--- config.mk ---
export PLATFORM = sky130hd
export DESIGN_NAME = pipe_in_fifo
export DESIGN_NICKNAME = d
export VERILOG_FILES = /design/src/rtl/pipe_in_fifo.sv
export SDC_FILE = /design/constraint.sdc
export NUM_CORES = 1
export LEC_CHECK = 0
export ABC_AREA = 1
export BUFFER_PORTS_ARGS = -buffer_cell sky130_fd_sc_hd__buf_2
export CAP_MARGIN = 0
export CORE_ASPECT_RATIO = 0.5
export CORE_MARGIN = 3
export CORE_UTILIZATION = 45
export CTS_BUF_LIST = sky130_fd_sc_hd__clkbuf_4 sky130_fd_sc_hd__clkbuf_8 sky130_fd_sc_hd__clkbuf_16
export CTS_CLUSTER_DIAMETER = 40
export DETAILED_ROUTE_END_ITERATION = 8
export SKIP_CTS_REPAIR_TIMING = 1
export SLEW_MARGIN = 25
export SYNTH_ARGS = -nofsm -noshare
export SYNTH_HDL_FRONTEND = slang
export SYNTH_SLANG_ARGS = --single-unit
--- constraint.sdc ---
create_clock -name ti_clk -period 3.8 [get_ports ti_clk]
set_input_delay 0.57 -clock ti_clk [delete_from_list [all_inputs] [get_ports ti_clk]]
set_output_delay 0.57 -clock ti_clk [all_outputs]
set_load 0.1 [all_outputs]
--- src/rtl/pipe_in_fifo.sv ---
// Host-to-endpoint pipe FIFO with first-word-fall-through output, block throttle and sticky overflow.
// Optional dropped-write counter on ep_dropcount is enabled by defining PIPE_IN_FIFO_DROP_COUNT_EN.
module pipe_in_fifo #(
    parameter int unsigned DATA_WIDTH = 32,
    parameter int unsigned DEPTH      = 16,
    parameter int unsigned BLOCK_SIZE = 8,
    parameter logic [7:0]  EP_ADDR    = 8'h80
) (
    input  logic                         ti_clk,
    input  logic                         ti_reset,
    input  logic [7:0]                   ti_addr,
    input  logic                         ti_write,
    input  logic [DATA_WIDTH-1:0]        ti_datain,
    output logic                         ti_ready,
    output logic                         ep_blockready,
    output logic                         ep_valid,
    input  logic                         ep_ready,
    output logic [DATA_WIDTH-1:0]        ep_dataout,
    output logic [$clog2(DEPTH+1)-1:0]   ep_count,
    output logic                         ep_overflow,
    input  logic                         ep_overflow_clr
`ifdef PIPE_IN_FIFO_DROP_COUNT_EN
    ,
    output logic [15:0]                  ep_dropcount
`endif
);

    localparam int unsigned AW = $clog2(DEPTH);
    localparam int unsigned CW = $clog2(DEPTH + 1);
    localparam logic [CW-1:0] DEPTH_C = CW'(DEPTH);
    localparam logic [CW-1:0] BLOCK_C = CW'(BLOCK_SIZE);

    logic [DATA_WIDTH-1:0] mem [DEPTH];
    logic [AW-1:0]         wr_ptr_r;
    logic [AW-1:0]         rd_ptr_r;
    logic [CW-1:0]         count_r;
    logic                  primed_r;
    logic                  overflow_r;

    logic                  addr_hit_s;
    logic                  full_s;
    logic                  push_s;
    logic                  pop_s;
    logic                  drop_s;
    logic [CW-1:0]         free_s;

    // Handshake decode and status flags, all derived from the count register.
    always_comb begin
        addr_hit_s    = 1'b0;
        full_s        = 1'b0;
        push_s        = 1'b0;
        pop_s         = 1'b0;
        drop_s        = 1'b0;
        free_s        = {CW{1'b0}};
        ep_valid      = 1'b0;
        ti_ready      = 1'b0;
        ep_blockready = 1'b0;
        if (ti_addr == EP_ADDR) begin
            addr_hit_s = 1'b1;
        end else begin
            addr_hit_s = 1'b0;
        end
        full_s        = (count_r == DEPTH_C);
        ep_valid      = (count_r != {CW{1'b0}});
        pop_s         = ep_valid && ep_ready;
        push_s        = ti_write && addr_hit_s && (!full_s || pop_s);
        drop_s        = ti_write && addr_hit_s && full_s && !pop_s;
        free_s        = DEPTH_C - count_r;
        ep_blockready = (free_s >= BLOCK_C);
        ti_ready      = addr_hit_s && !full_s;
    end

    // Pointer and occupancy state; reset discards everything that was stored.
    always_ff @(posedge ti_clk or posedge ti_reset) begin
        if (ti_reset) begin
            wr_ptr_r <= {AW{1'b0}};
            rd_ptr_r <= {AW{1'b0}};
            count_r  <= {CW{1'b0}};
            primed_r <= 1'b0;
        end else begin
            if (push_s) begin
                wr_ptr_r <= wr_ptr_r + {{(AW-1){1'b0}}, 1'b1};
                primed_r <= 1'b1;
            end
            if (pop_s) begin
                rd_ptr_r <= rd_ptr_r + {{(AW-1){1'b0}}, 1'b1};
            end
            case ({push_s, pop_s})
                2'b10:   count_r <= count_r + {{(CW-1){1'b0}}, 1'b1};
                2'b01:   count_r <= count_r - {{(CW-1){1'b0}}, 1'b1};
                default: count_r <= count_r;
            endcase
        end
    end

    // Storage array is deliberately left out of reset.
    always_ff @(posedge ti_clk) begin
        if (push_s && !ti_reset) begin
            mem[wr_ptr_r] <= ti_datain;
        end
    end

    // Sticky overflow: a new drop takes priority over a clear on the same edge.
    always_ff @(posedge ti_clk or posedge ti_reset) begin
        if (ti_reset) begin
            overflow_r <= 1'b0;
        end else if (drop_s) begin
            overflow_r <= 1'b1;
        end else if (ep_overflow_clr) begin
            overflow_r <= 1'b0;
        end
    end

`ifdef PIPE_IN_FIFO_DROP_COUNT_EN
    // Saturating dropped-write counter; increment wins over clear.
    always_ff @(posedge ti_clk or posedge ti_reset) begin
        if (ti_reset) begin
            ep_dropcount <= 16'h0000;
        end else if (drop_s) begin
            if (ep_dropcount != 16'hFFFF) begin
                ep_dropcount <= ep_dropcount + 16'h0001;
            end
        end else if (ep_overflow_clr) begin
            ep_dropcount <= 16'h0000;
        end
    end
`endif

    // Head word is forced to zero until something has been written since reset.
    always_comb begin
        ep_dataout = {DATA_WIDTH{1'b0}};
        if (primed_r) begin
            ep_dataout = mem[rd_ptr_r];
        end else begin
            ep_dataout = {DATA_WIDTH{1'b0}};
        end
    end

    assign ep_count    = count_r;
    assign ep_overflow = overflow_r;

endmodule

==> impl_metrics.tcl <==
set metrics [dict create \
    status "finished, final reports clean" \
    finalSetupViolCount 0 \
    crit_type "reg2out" \
    max_clock_freq_ghz 0.2732 \
    io_buffers 85 \
    ioPinCount 86 \
    antenna_found_initial 0 \
    antenna_left 0 \
    wl_per_cell_um 23.65 \
    tightest_slew_ns 1.123 \
    final_cell_mix "edfxtp_1 (512), nor2_1 (263), o21ai_0 (225)" \
    crit_path_end_kind "primary output" \
    via_count 13159 \
    cts_buffer_depth 3 \
    cts_buffers 48 \
    nFillCells 3765 \
    p_leak_nw 7.628 \
    path_clk_slew_ns 0.06 \
    placed_cells_incl_taps 2140 \
    grt_start_max_net_pins 155 \
    post-route-drc-count 0 \
    clk_latency_ns 0.58 \
    start_util_pct 45.84 \
    drtPass1Iterations 5 \
    layout.nets 1617 \
    yosys_register_bits 527 \
    p_per_area_nw_per_um2 841.8 \
    hp-start "ep_overflow_clr" \
    synth_area_sq_um 20850 \
    holdCritPathClass "in2reg" \
    multi_input_area_sq_um 4503 \
    hold_viol 0 \
    max_slew_margin_pct 25.04 \
    async_flop_share_pct 2.846 \
    synth_compound_gate_area_share_pct 13.40 \
    diodes 0 \
    netlist_instances 1499 \
    final_cells 2230 \
    dp_hpwl_um 28780 \
    rr_startpoint "ep_count[0]" \
    synth_top_family_by_area "compound AO/OA/AOI/OAI gates" \
    ys_seq_area_share_pct 75.53 \
    drtIter0Drc 1539 \
    die_x_um 310.4 \
    h-tree-depth 2 \
    syn_nets 1552 \
    fin_setup_tns_ns 0 \
    clock_skew_ns 0.02631 \
    final_core_util_pct 52.27 \
    vias_per_cell 5.901 \
    grt_pass1_vias 12877 \
    grt_pass1_wl_um 79340 \
    synth_edf_count 512 \
    period_minus_slack_ns 3.661 \
    critPathMaxFanout 72 \
    globalplace.congestion 0.8126 \
    die_h_um 158.2 \
    ys.flop_type "edfxtp_1" \
    die_area_sq_um 49110 \
    drive_gt1_share_pct 13.91 \
    cts_tree "built" \
    wl_um 52740 \
    arrival_ns 3.09 \
    yosys.area_share.adder_pct 0.4800 \
    clock-root-buffer "clkbuf_16" \
    rsz0062_at_grt "no" \
    peakVddDrop_uv 774.5 \
    cap_violations 0 \
    avgSynthCellArea_sq_um 13.91 \
    startpoint "rd_ptr_r[0]" \
    synth-xor-area-share_pct 0.3780 \
    cts_sinks 527 \
    yosysWarnings 0 \
    crit_required_ns 3.23 \
    maxSlewViolCount 0 \
    finalCritPeriodShare_pct 96.33 \
    final_common_cell "edfxtp_1" \
    regArea_sq_um 15760 \
    rows 55 \
    core_area_sq_um 45490 \
    grt.total_usage_pct 21.41 \
    synth-simple-area-share_pct 6.756 \
    gr-total-overflow 0 \
    synthMuxAreaShare_pct 0 \
    ys_types 28 \
    critPathLaunchType "flip-flop" \
    area_growth_pct 14.01 \
]
-- synthesized netlist by cell type, types with 8 or more instances --
cell type | instances | area (sq um)
buf_6 | 15 | 168.9
a21oi_1 | 33 | 165.2
o221ai_1 | 94 | 823.3
nand2_1 | 31 | 116.4
nand3_1 | 40 | 200.2
buf_4 | 16 | 120.1
dfrtp_1 | 15 | 375.4
o21ai_0 | 226 | 1131
nor2_1 | 279 | 1047
ha_1 | 8 | 100.1
xor2_1 | 9 | 78.83
o22ai_1 | 35 | 219.0
o21ai_1 | 37 | 185.2
buf_2 | 12 | 60.06
clkbuf_1 | 63 | 236.5
edfxtp_1 | 512 | 15370
inv_1 | 28 | 105.1
o211ai_1 | 35 | 262.8
-- worst paths after layout --
kind | cells past startpoint | end | slack [ns]
max | 7 | ep_dataout[27] | 0.14
min | 2 | ep_overflow | 0.21
max reg2reg | 8 | mem[5][2] | 0.80
min reg2reg | 2 | ep_overflow | 0.53
max in group asynchronous | 4 | ep_count[0] | 2.78
min in group asynchronous | 3 | rd_ptr_r[2] | 0.53
-- worst max-delay path, cell delays in order, from the launching register on --
cell,delay [ns]
dfrtp_4,0.54
inv_6,0.41
buf_12,0.37
nor2_1,0.07
o221ai_1,0.26
o211ai_1,0.16
a21oi_1,0.37
buf_12,0.22
-- where the power goes --
part / leakage (nW) / internal, mW / switching, mW
logic: 2.10 / 2.28 / 6.44
clock network: 0.758 / 2.62 / 2.12
registers: 4.77 / 6.43 / 0.117
-- metrics by stage --
step	hold WS [ns]	worst slack, ns	power (mW)	cell area, sq um
2_1_floorplan	0.5047	-0.02603	13.07	20850
3_3_place_gp	0.5244	0.6928	15.35	22230
3_5_place_dp	0.5213	0.6278	15.41	22230
4_1_cts	-0.02214	0.1316	20.13	23760
5_1_grt	0.1926	0.03141	20.86	23770
6_report	0.2127	0.1394	20.01	23770
-- routing by layer --
layer	GRT usage, %	wire length (um)
met1	31.88	23630
met2	32.48	23730
met4	5.372	952
met5	0	0
met3	4.291	4426
-- state kept, by name, indices dropped and copies added (netlist names) --
register / count
ep_overflow: 1
mem: 512
ep_count: 5
primed_r: 1
wr_ptr_r: 4
rd_ptr_r: 4
-- area by class of cell --
cell class                      count  share of cell area, %
Sequential cell                   527                  66.30
Multi-Input combinational cell    834                  18.94
Clock buffer                       55                  5.347
Timing Repair Buffer              123                  4.494
Tap cell                          627                  3.300
Clock inverter                     34                  1.116
Inverter                           30                 0.5000
-- kinds of logic after synthesis --
kind of cell             Yosys count
AND/OR/NAND/NOR                  356
AO/OA/AOI/OAI                    461
adder cells (fa/ha/maj)            8
XOR/XNOR                           9
flip-flops                       527
buffers and inverters            138
(Power assumes the default switching activity.)
